**src/rtl/rr_arbiter4_pkg.sv**
```systemverilog
// Shared constants, output-stage state type and small index helpers for the
// four-requester round-robin arbiter.
package rr_arbiter4_pkg;

  localparam int NREQ = 4;
  localparam int ID_W = 2;
  localparam logic [ID_W-1:0] LAST_RESET = 2'd3;

  typedef enum logic {
    EMPTY = 1'b0,
    FULL  = 1'b1
  } ostate_t;

  // Converts a one-hot grant into its index; zero maps to index 0.
  function automatic logic [ID_W-1:0] onehot_to_idx(input logic [NREQ-1:0] oh);
    logic [ID_W-1:0] idx;
    case (oh)
      4'b0001: idx = 2'd0;
      4'b0010: idx = 2'd1;
      4'b0100: idx = 2'd2;
      4'b1000: idx = 2'd3;
      default: idx = 2'd0;
    endcase
    return idx;
  endfunction

  // Bits strictly above the last granted index stay eligible for the masked pick.
  function automatic logic [NREQ-1:0] above_mask(input logic [ID_W-1:0] last);
    logic [NREQ-1:0] mask;
    case (last)
      2'd0:    mask = 4'b1110;
      2'd1:    mask = 4'b1100;
      2'd2:    mask = 4'b1000;
      2'd3:    mask = 4'b0000;
      default: mask = 4'b0000;
    endcase
    return mask;
  endfunction

endpackage

```
**src/rtl/rr_arbiter4_pick_lowest4.sv**
```systemverilog
// Stateless lowest-set-bit isolator: one-hot grant of the lowest request
// plus a flag telling whether any request was present.
module pick_lowest4
  import rr_arbiter4_pkg::*;
(
  input  logic [NREQ-1:0] req,
  output logic [NREQ-1:0] grant,
  output logic            any
);

  // Two's-complement trick isolates the lowest set bit.
  always_comb begin
    grant = req & (~req + 4'd1);
    any   = |req;
  end

endmodule

```
**src/rtl/rr_arbiter4.sv**
```systemverilog
// Four-way round-robin arbiter feeding a single registered output slot that
// can drain and refill in the same cycle.
module rr_arbiter4
  import rr_arbiter4_pkg::*;
#(
  parameter int WIDTH = 8
) (
  input  logic                  clk,
  input  logic                  asyncresetn,
  input  logic [NREQ-1:0]       req_valid,
  input  logic [NREQ*WIDTH-1:0] req_data,
  output logic [NREQ-1:0]       req_ready,
  output logic                  o_valid,
  output logic [WIDTH-1:0]      o_data,
  output logic [ID_W-1:0]       o_id,
  input  logic                  o_ready
);

  ostate_t           state_r;
  ostate_t           state_nxt_s;
  logic [ID_W-1:0]   last_r;
  logic [WIDTH-1:0]  o_data_r;
  logic [ID_W-1:0]   o_id_r;

  logic [NREQ-1:0]   masked_req_s;
  logic [NREQ-1:0]   masked_grant_s;
  logic              masked_any_s;
  logic [NREQ-1:0]   full_grant_s;
  logic              full_any_s;
  logic [NREQ-1:0]   win_oh_s;
  logic [ID_W-1:0]   win_idx_s;
  logic [WIDTH-1:0]  win_data_s;
  logic              accept_s;

  assign masked_req_s = req_valid & above_mask(last_r);

  pick_lowest4 u_pick_masked (
    .req   (masked_req_s),
    .grant (masked_grant_s),
    .any   (masked_any_s)
  );

  pick_lowest4 u_pick_full (
    .req   (req_valid),
    .grant (full_grant_s),
    .any   (full_any_s)
  );

  // Winner selection, acceptance and payload mux.
  always_comb begin
    win_oh_s   = full_grant_s;
    win_data_s = {WIDTH{1'b0}};
    if (masked_any_s) begin
      win_oh_s = masked_grant_s;
    end else begin
      win_oh_s = full_grant_s;
    end
    win_idx_s = onehot_to_idx(win_oh_s);
    accept_s  = full_any_s & ((state_r == EMPTY) | o_ready);
    case (win_idx_s)
      2'd0:    win_data_s = req_data[0*WIDTH +: WIDTH];
      2'd1:    win_data_s = req_data[1*WIDTH +: WIDTH];
      2'd2:    win_data_s = req_data[2*WIDTH +: WIDTH];
      2'd3:    win_data_s = req_data[3*WIDTH +: WIDTH];
      default: win_data_s = {WIDTH{1'b0}};
    endcase
  end

  // Ready is forced low while reset is held, even though winner logic is live.
  always_comb begin
    if (accept_s && asyncresetn) begin
      req_ready = win_oh_s;
    end else begin
      req_ready = {NREQ{1'b0}};
    end
  end

  // Output-stage next state.
  always_comb begin
    state_nxt_s = state_r;
    if (accept_s) begin
      state_nxt_s = FULL;
    end else if ((state_r == FULL) && o_ready) begin
      state_nxt_s = EMPTY;
    end else begin
      state_nxt_s = state_r;
    end
  end

  // Output-stage state register.
  always_ff @(posedge clk or negedge asyncresetn) begin
    if (!asyncresetn) begin
      state_r <= EMPTY;
    end else begin
      state_r <= state_nxt_s;
    end
  end

  // Output payload, id and round-robin pointer capture on acceptance.
  always_ff @(posedge clk or negedge asyncresetn) begin
    if (!asyncresetn) begin
      o_data_r <= {WIDTH{1'b0}};
      o_id_r   <= 2'd0;
      last_r   <= LAST_RESET;
    end else if (accept_s) begin
      o_data_r <= win_data_s;
      o_id_r   <= win_idx_s;
      last_r   <= win_idx_s;
    end else begin
      o_data_r <= o_data_r;
      o_id_r   <= o_id_r;
      last_r   <= last_r;
    end
  end

  assign o_valid = (state_r == FULL);
  assign o_data  = o_data_r;
  assign o_id    = o_id_r;

endmodule

```
**config.mk**
```make
export PLATFORM = sky130hd
export DESIGN_NAME = rr_arbiter4
export DESIGN_NICKNAME = d
export VERILOG_FILES = /design/src/rtl/rr_arbiter4_pkg.sv /design/src/rtl/rr_arbiter4_pick_lowest4.sv /design/src/rtl/rr_arbiter4.sv
export SDC_FILE = /design/constraint.sdc
export NUM_CORES = 1
export LEC_CHECK = 0
export BUFFER_PORTS_ARGS = -buffer_cell sky130_fd_sc_hd__buf_2
export CELL_PAD_IN_SITES_DETAIL_PLACEMENT = 0
export CELL_PAD_IN_SITES_GLOBAL_PLACEMENT = 2
export CORE_ASPECT_RATIO = 2
export CORE_MARGIN = 2
export CORE_UTILIZATION = 22
export CTS_CLUSTER_DIAMETER = 150
export DETAILED_ROUTE_END_ITERATION = 8
export GPL_ROUTABILITY_DRIVEN = 0
export PLACE_DENSITY_LB_ADDON = 0.05
export SYNTH_ARGS = -nofsm -noshare
export SYNTH_HDL_FRONTEND = slang
export SYNTH_SLANG_ARGS = --single-unit
```
**constraint.sdc**
```tcl
create_clock -name clk -period 1.7 [get_ports clk]
set_input_delay 0.17 -clock clk [delete_from_list [all_inputs] [get_ports clk]]
set_output_delay 0.17 -clock clk [all_outputs]
set_load 0.05 [all_outputs]
```
==> results of run 1 <==
[cells by family (layout without fill, tap and decap cells)]
kind of cell           after synthesis  in the layout
buffers and inverters               12             88
and+or+nand+nor                     45             45
DFF                                 13             13
AOI/OAI and AO/OA                   45             45
[worst paths after layout]
check / slack, ps / end / startpoint / cells past startpoint
max: -80 / req_ready[2] / last_r[0] / 5
min: 170 / o_data[4] / req_data[12] / 3
max reg2reg: -40 / o_data[3] / last_r[0] / 7
min in group asynchronous: 450 / o_id[0] / asyncresetn / 3
min reg2reg: 470 / o_id[1] / o_id[1] / 2
max in group asynchronous: 450 / o_data[3] / asyncresetn / 3
[registers in the layout, summed over array words and instances (netlist names)]
signal	count
o_data	8
last_r	2
o_id	2
o_valid	1
[report_power, final]
| group | switching (uW) | internal (uW) |
|---|---|---|
| Combinational | 560 | 360 |
| Sequential | 47.2 | 389 |
| Clock | 122 | 166 |
| Total | 730 | 914 |
[worst min-delay path, delay by kind of cell]
kind                   cells  cell delay (ps)
AO/OA/AOI/OAI              1               70
buffers and inverters      1               90
AND/OR/NAND/NOR            1               50
[cell usage in the layout (no fill, tap or decap), types with 2 or more instances in the layout]
cell           Yosys  routed
buf_2              1      49
nor2_2             2       3
dlygate4sd3_1      0       2
dfrtp_1           11      10
clkbuf_8           0       3
o21a_1             2       2
a221oi_2           6       9
a31oi_1            2       2
nand3b_1           2       2
o31ai_1            6       5
buf_6              3       3
nand2_1           19      18
o21ai_1            8       8
nand2b_1           2       2
buf_4              3      25
nor2b_4            1       2
nor2_1             8       7
nor3_1             3       2
o21ai_0            8       7
inv_1              4       3
dfstp_2            2       2
a21boi_2           1       2
[area by class of cell]
cell class | count | area (sq um) | share of cell area
clock buffer | 4 | 45.0 | 0.0275
inverter | 4 | 15.0 | 0.00917
multi-input combinational | 90 | 677 | 0.414
sequential | 13 | 329 | 0.201
tap | 55 | 68.8 | 0.0420
timing repair buffer | 80 | 502 | 0.307
[stage by stage]
step           setup slack, ps  std cells
2_1_floorplan            -4.49        115
3_3_place_gp            -0.255        234
3_5_place_dp             -4.66        234
4_1_cts                  -81.4        245
5_1_grt                   -154        246
6_report                 -78.7        246
[per-layer routing]
metal | wire, microns | up-vias | share of wire
met2 | 1840 | 41 | 0.51
li1 | - | 585 | -
met5 | 0 | - | 0
met1 | 1500 | 519 | 0.42
met4 | 55 | 0 | 0.015
met3 | 191 | 4 | 0.053
[timing repair]
item	4_1_cts	5_1_grt
buffers inserted	5	1
setup endpoints to repair	6	15
pin swaps	4	3
endpoints found under the hold margin	7	0
gates resized for setup	12	11
hold buffers	2	0
==> impl_metrics.csv, run 1 <==
group,metric,value,unit
run_status,status,"complete, but fails checks",
run_status,violations,"setup timing",
sta,clock.fmax,562,MHz
setup_path,critical-path-top-delay-family,"flip-flops",
floorplan,initial_core_util,0.224,
route,drtIter0Drc,24,
synthesis,synth_top_area_frac,0.272,
route,drtAntennaViolNets,0,
setup_path,timing.critical_path.to_type,"output port",
synthesis,yosys-top-cells-area,"dfrtp_1 (27%), a221oi_2 (8.9%), nand2_1 (7.0%)",
synthesis,syn_nets,154,
setup_path,setup.worst_path.class,"flip-flop to output port",
grt,grt_pass1_vias,1208,
route,avgViaCountPerCell,4.67,
setup_path,path_buf_inv,1,
finish,layout.nets,231,
setup_path,cp-start-kind,"flip-flop",
sta,fin_setup_tns,-250,ps
hold_path,min_path_type,"input port to flip-flop",
synthesis,synth_edf_count,0,
sta,finalSetupViolCount,8,
grt,antenna_found_initial,0,
synthesis,post_synth_xor_area_fraction,0,
finish,design_area,1640,sq um
sta,rsz0062_at_grt,"yes",
finish,postLayoutCoreUtil,0.363,
sta,finalMaxSlewViolations,0,
flow_run,maxCapViolations,0,
grt,grt_max_degree,11,
synthesis,async_flop_share,1.00,
setup_path,worstPathRequired,1530,ps
sta,fin_crit_sh,1.05,
floorplan,die_y,99.9,microns
synthesis,yosysWarningCount,0,
power_and_ir_drop,p_per_area,1000,nW/um^2
sta,fin_ws,-78.7,ps
synthesis,synthMuxAreaShare,0,
sta,hold_viol,0,
sta,post-route-min-period,1780,ps
power_and_ir_drop,p_leak,0.000773,uW
sta,hold_slack,171,ps
synthesis,synth_top_family_by_area,"compound AO/OA/AOI/OAI gates",
place,dpl.hpwl,2.86,mm
finish,final.fill_count,498,
finish,drive_gt1_frac,0.576,
synthesis,syn_inst,115,
floorplan,die_area,5190,sq um
grt,grt_pass1_wl,5.84,mm
sta,skew,3.85,ps
grt,grt_util_met3,0.0134,
route,dr.pass1.iters,5,
power_and_ir_drop,total_power,1640,uW
floorplan,io_pins,54,
grt,grt_busiest_layer,"met2",
synthesis,synth.distinct_cells,38,
clock_network,cts_tree,"yes",
sta,tightestPinTransition,547,ps
finish,syn_to_final_growth,61.7,%
route,wire_per_inst,14.6,microns
synthesis,synth_compound_area_frac,0.368,
clock_network,clk_latency,240,ps
grt,globalRouteMet2Util,0.247,
setup_path,path_cells,"nor2b_4 -> o21a_1 -> nor3b_2 -> and3_4 -> buf_8",
route,wl,3.59,mm
clock_network,clkSlewWorstSetupHoldPaths,60,ps
floorplan,rows,35,
setup_path,crit_arrival,1610,ps
clock_network,cts_inserted_buffers,3,
synthesis,synth_fa_ha_area_frac,0,
finish,antenna_cells,0,
power_and_ir_drop,ir_drop,0.000411,V
sta,maxSlewHeadroom,0.635,
synthesis,synth_top_area_cell,"dfrtp_1",
grt,overflow,0,
place,placed_cell_area,1450,sq um
setup_path,path_max_fanout,5,
clock_network,root_buffer,"clkbuf_8",
clock_network,htree_levels,1,
synthesis,synth-seq-cells,13,
setup_path,slowest_stage,"dfstp_2",
synthesis,yosysMostFrequentCell,"nand2_1",
setup_path,critPathMaxStageDelay,580,ps
route,drc_errors,0,
synthesis,synth_commonest_cells,"nand2_1 (19), dfrtp_1 (11), nor2_1 (8), o21ai_0 (8), o21ai_1 (8)",
place,io_buffers,53,
clock_network,cts_sinks,13,
synthesis,avgSynthCellArea,8.80,sq um
synthesis,syn_area,1010,sq um
route,vias,1149,
grt,grt_util_met1,0.194,
clock_network,clockBufferDepth,2,
synthesis,yosysSeqAreaShare,0.324,
floorplan,coreArea,4510,sq um
floorplan,die_w,52.0,microns
grt,track_usage,0.150,
synthesis,synth-simple-area-share,0.218,
synthesis,synth_flop_cell,"dfrtp_1",
No activity file was read; power rests on OpenSTA's default activity.
==> inputs of run 2 (changes only) <==
CTS_BUF_LIST = sky130_fd_sc_hd__clkbuf_8   (was not set)
==> impl_metrics.csv, run 2 (synthesized netlist as in run 1, its figures left out) <==
group,metric,value,unit
run_status,status,"complete, but fails checks",
run_status,violations,"setup timing",
floorplan,rows,35,
sta,skew,2.60,ps
power_and_ir_drop,swShare,0.446,
sta,tightestPinTransition,547,ps
sta,rsz0062_at_grt,"yes",
clock_network,cts_sinks,13,
route,drtAntennaViolNets,0,
finish,most-common-layout-cells,"buf_2 (49), buf_4 (25), nand2_1 (18)",
finish,syn_to_final_growth,61.7,%
sta,fin_crit_sh,1.05,
route,vias,1149,
clock_network,cts_tree,"yes",
floorplan,initial_core_util,0.224,
grt,grt_max_degree,11,
finish,drive_gt1_frac,0.576,
clock_network,htree_levels,1,
power_and_ir_drop,clockPowerShare,0.173,
grt,track_usage,0.150,
power_and_ir_drop,internal-power,908,uW
floorplan,die_w,52.0,microns
hold_path,hold_start,"req_data[12]",
setup_path,worstPathRequired,1530,ps
setup_path,cp-start-kind,"flip-flop",
floorplan,coreArea,4510,sq um
power_and_ir_drop,p_switching,732,uW
sta,clock.fmax,562,MHz
power_and_ir_drop,p_per_area,1000,nW/um^2
sta,maxSlewHeadroom,0.635,
place,io_buffers,53,
sta,hold_viol,0,
setup_path,path_max_fanout,5,
sta,post-route-min-period,1780,ps
grt,grt_util_met1,0.194,
grt,globalRouteMet2Util,0.247,
sta,fin_ws,-80.6,ps
clock_network,clockBufferDepth,2,
grt,grt_pass1_vias,1208,
finish,antenna_cells,0,
route,wl,3.59,mm
place,dp_slack,-4.66,ps
clock_network,clkSlewWorstSetupHoldPaths,60,ps
route,dr.pass1.iters,5,
floorplan,die_area,5190,sq um
setup_path,r2r_start,"last_r[0]",
flow_run,maxCapViolations,0,
grt,overflow,0,
sta,finalSetupViolCount,8,
setup_path,startpoint,"last_r[0]",
setup_path,crit_arrival,1610,ps
hold_path,min_path_type,"input port to flip-flop",
finish,final_common_cell,"buf_2",
finish,largest_reg_flops,8,
setup_path,timing.critical_path.to_type,"output port",
grt,grt_busiest_layer,"met2",
clock_network,root_buffer,"clkbuf_8",
place,dpl.hpwl,2.86,mm
power_and_ir_drop,p_seq_frac,0.266,
clock_network,clk_latency,250,ps
route,drc_errors,0,
setup_path,setup.worst_path.class,"flip-flop to output port",
floorplan,io_pins,54,
finish,layout.nets,231,
sta,hold_slack,170,ps
route,drtIter0Drc,24,
clock_network,cts_inserted_buffers,3,
floorplan,die_y,99.9,microns
route,wire_per_inst,14.6,microns
sta,finalMaxSlewViolations,0,
grt,antenna_found_initial,0,
grt,grt_pass1_wl,5.84,mm
power_and_ir_drop,p_leak,0.000778,uW
power_and_ir_drop,p_comb_frac,0.561,
grt,grt_util_met3,0.0134,
route,avgViaCountPerCell,4.67,
finish,postLayoutCoreUtil,0.363,
power_and_ir_drop,ir_drop,0.000410,V
[run 2: cell types whose count changed in the layout (fill, tap and decap cells not counted), sizes merged]
| cell | before | now |
|---|---|---|
| inv | 4 | 5 |
| clkbuf | 4 | 3 |
[run 2: worst max-delay path: stages (launching register included)]
cell and delay, ps:
dfstp_2 580, nor2b_4 50, o21a_1 190, nor3b_2 190
and3_4 210, buf_8 140
[run 2: path summary, 6_finish.rpt]
| path | end | slack, ps | depth (start not counted) |
|---|---|---|---|
| setup reg to reg | o_data[3] | -40 | 7 |
| max in group asynchronous | o_data[3] | 450 | 3 |
| hold / removal | o_data[4] | 170 | 3 |
| hold reg to reg | o_id[1] | 470 | 2 |
| setup / recovery | req_ready[2] | -80 | 5 |
| min in group asynchronous | o_id[0] | 450 | 3 |
[run 2: power by group through the flow]
stage | clock network (uW) | registers (uW) | logic [uW]
floorplan | 0 | 641 | 384
global placement | 0 | 440 | 849
detailed placement | 0 | 445 | 844
CTS | 290 | 436 | 890
global route | 308 | 449 | 1000
finish | 284 | 436 | 920
[run 2: final cells by class]
class                      count  area, sq um
inverter                       4         15.0
sequential                    13          329
multi-input combinational     90          677
clock buffer                   3         41.3
clock inverter                 1         3.75
tap                           55         68.8
fill                         498         2870
timing repair buffer          80          502
[run 2: per-layer routing]
| metal | vias to the layer above | part of all wire | wire, microns |
|---|---|---|---|
| met3 | 4 | 0.053 | 191 |
| met5 | - | 0 | 0 |
| met4 | 0 | 0.015 | 55 |
| met2 | 41 | 0.51 | 1840 |
| met1 | 519 | 0.42 | 1510 |
| li1 | 585 | - | - |
[run 2: what timing repair did]
item                                    CTS  global route
gates resized for setup                  12            11
buffers inserted                          5             1
endpoints found under the setup margin    6            15
pin swaps                                 4             3
endpoints found under the hold margin     7             0
hold buffers                              2             0
[run 2: through the flow]
| stage | cell area (sq um) | std cells | power, uW | TNS (ps) |
|---|---|---|---|---|
| final | 1640 | 246 | 1640 | -264 |
| after global routing | 1640 | 246 | 1760 | -1400 |
| after CTS | 1590 | 245 | 1620 | -372 |
| after detailed placement | 1450 | 234 | 1290 | -4.66 |
| after global placement | 1450 | 234 | 1290 | -0.255 |
| after floorplan | 1050 | 115 | 1020 | -5.01 |
==> inputs of run 3 (changes only) <==
CORE_UTILIZATION = 23   (was 22)
SYNTH_HIERARCHICAL = 1   (was not set)
==> impl_metrics.csv, run 3 <==
group,metric,value,unit
clock_network,cts_sinks,13,
synthesis,synth_commonest_cells,"nand2_1 (12), dfrtp_1 (11), nand2b_1 (11), o21ai_1 (8)",
sta,clock.fmax,423,MHz
finish,layout.nets,257,
route,wire_per_inst,14.4,microns
finish,fin_cells,272,
clock_network,clockBufferDepth,2,
sta,finalMaxSlewViolations,0,
synthesis,syn_area,1090,sq um
route,dr.pass1.iters,4,
synthesis,async_flop_share,1.00,
synthesis,syn_inst,125,
synthesis,synth-seq-cells,13,
synthesis,synth.distinct_cells,42,
sta,rsz0062_at_grt,"yes",
grt,track_usage,0.157,
grt,antenna_found_initial,0,
clock_network,cts_tree,"yes",
synthesis,yosys-top-cells-area,"dfrtp_1 (25%), nand2b_1 (6.3%), dfstp_2 (4.8%)",
synthesis,synth_top_area_frac,0.253,
setup_path,setup.worst_path.class,"flip-flop to flip-flop",
synthesis,yosysSeqAreaShare,0.301,
setup_path,path_cells,"nor3b_2 -> or4_4 -> or3_4 -> o32ai_4 -> buf_4 -> a222oi_1 -> and2_1 -> o21ai_1",
finish,antenna_cells,0,
power_and_ir_drop,p_leak,0.000938,uW
clock_network,cts_inserted_buffers,3,
run_status,status,"complete, but fails checks",
flow_run,maxCapViolations,0,
floorplan,initial_core_util,0.236,
sta,fin_ws,-666,ps
power_and_ir_drop,ir_drop,0.000353,V
power_and_ir_drop,p_per_area,648,nW/um^2
finish,most-common-layout-cells,"buf_2 (49), buf_4 (32), dfrtp_1 (11)",
synthesis,synth_top_area_cell,"dfrtp_1",
run_status,violations,"setup timing",
floorplan,die_w,52.6,microns
finish,syn_to_final_growth,77.9,%
synthesis,synth_flop_cell,"dfrtp_1",
route,avgViaCountPerCell,4.65,
route,drc_errors,0,
clock_network,root_buffer,"clkbuf_8",
place,placed_cell_area,1730,sq um
sta,fin_crit_sh,1.39,
route,wl,3.91,mm
floorplan,die_area,5330,sq um
place,placed_cells,260,
setup_path,worstPathRequired,1880,ps
synthesis,yosysMostFrequentCell,"nand2_1",
grt,grt_max_degree,16,
setup_path,path_max_fanout,5,
setup_path,timing.critical_path.to_type,"flip-flop",
hold_path,min_path_type,"input port to flip-flop",
floorplan,rows,35,
sta,hold_viol,0,
synthesis,yosysWarningCount,6,
setup_path,path_buf_inv,1,
floorplan,io_pins,54,
setup_path,crit_arrival,2540,ps
clock_network,htree_levels,1,
sta,finalSetupViolCount,16,
synthesis,avgSynthCellArea,8.70,sq um
grt,overflow,0,
finish,final_common_cell,"buf_2",
finish,design_area,1930,sq um
setup_path,cp-start-kind,"flip-flop",
grt,grt_pass1_vias,1307,
place,io_buffers,53,
setup_path,critPathMaxStageDelay,570,ps
finish,drive_gt1_frac,0.576,
setup_path,critical-path-top-delay-family,"simple AND/OR/NAND/NOR gates",
finish,final.fill_count,506,
clock_network,clk_latency,250,ps
setup_path,reg2reg_slack,-670,ps
place,dpl.hpwl,3.22,mm
setup_path,slowest_stage,"dfstp_2",
route,vias,1264,
finish,regArea,328,sq um
grt,grt_pass1_wl,6.23,mm
route,drtIter0Drc,26,
sta,post-route-min-period,2370,ps
clock_network,clkSlewWorstSetupHoldPaths,60,ps
route,drtAntennaViolNets,0,
floorplan,coreArea,4600,sq um
sta,skew,5.11,ps
finish,multiInputGateArea,858,sq um
place,dp_slack,-711,ps
finish,largest_reg_flops,8,
synthesis,synth_edf_count,0,
floorplan,die_y,101,microns
==> run 3: worst reg2reg max path, stage by stage, from the launching register on <==
cell and delay, ps:
dfstp_2 570, nor3b_2 60, or4_4 550, or3_4 420
o32ai_4 180, buf_4 180, a222oi_1 60, and2_1 160
o21ai_1 100
==> run 3: what timing repair did <==
item                                   4_1_cts  5_1_grt
setup buffers                                4        3
pin swaps                                   13        2
endpoints found under the hold margin       11        0
resized for setup                           20        7
hold buffers                                 1        0
setup endpoints to repair                   16       16
==> run 3: report_power, final <==
part | total, uW | switching, uW | internal (uW)
clock network | 289 | 127 | 162
registers | 377 | 22.8 | 355
logic | 588 | 344 | 244
total | 1250 | 493 | 761
==> run 3: cell type report <==
cell class | instances | area share
tap | 55 | 0.0356
inverter | 4 | 0.00776
clock inverter | 1 | 0.00259
timing repair buffer | 91 | 0.320
sequential | 13 | 0.169
multi-input combinational | 105 | 0.444
clock buffer | 3 | 0.0213
==> run 3: cell families (layout without fill, tap and decap cells) <==
logic type | count (synthesis) | after routing | share of synthesized area
AND/OR/NAND/NOR | 52 | 52 | 0.280
other | 1 | 5 | 0.00345
multiplexers | 6 | 6 | 0.0564
AO/OA/AOI/OAI | 40 | 40 | 0.287
XOR/XNOR | 2 | 2 | 0.0161
buffers and inverters | 11 | 99 | 0.0564
flip-flops | 13 | 13 | 0.301
==> run 3: through the flow <==
step	total power (uW)	hold slack, ps	TNS [ps]	util
floorplan	735	-126	-5100	-
global placement	929	160	-8350	0.376
detailed placement	934	155	-8880	0.376
CTS	1270	188	-8640	0.412
global route	1340	193	-10110	0.421
finish	1250	190	-8650	0.421
==> run 3: metal layers <==
layer | wire length (microns) | track usage | vias up | part of all wire
met2 | 2230 | 0.299 | 42 | 0.57
met4 | 84 | 0.0611 | 0 | 0.021
li1 | - | - | 642 | -
met3 | 191 | 0.0133 | 6 | 0.049
met5 | 0 | 0 | - | 0
met1 | 1400 | 0.168 | 574 | 0.36
==> run 3: final timing paths <==
check,depth (start not counted),endpoint,from
max reg2reg,8,o_data[1],last_r[1]
max,8,o_data[1],last_r[1]
min,3,o_data[6],req_data[6]
max in group asynchronous,3,last_r[0],asyncresetn
min reg2reg,1,o_id[0],o_id[0]
min in group asynchronous,3,o_valid,asyncresetn
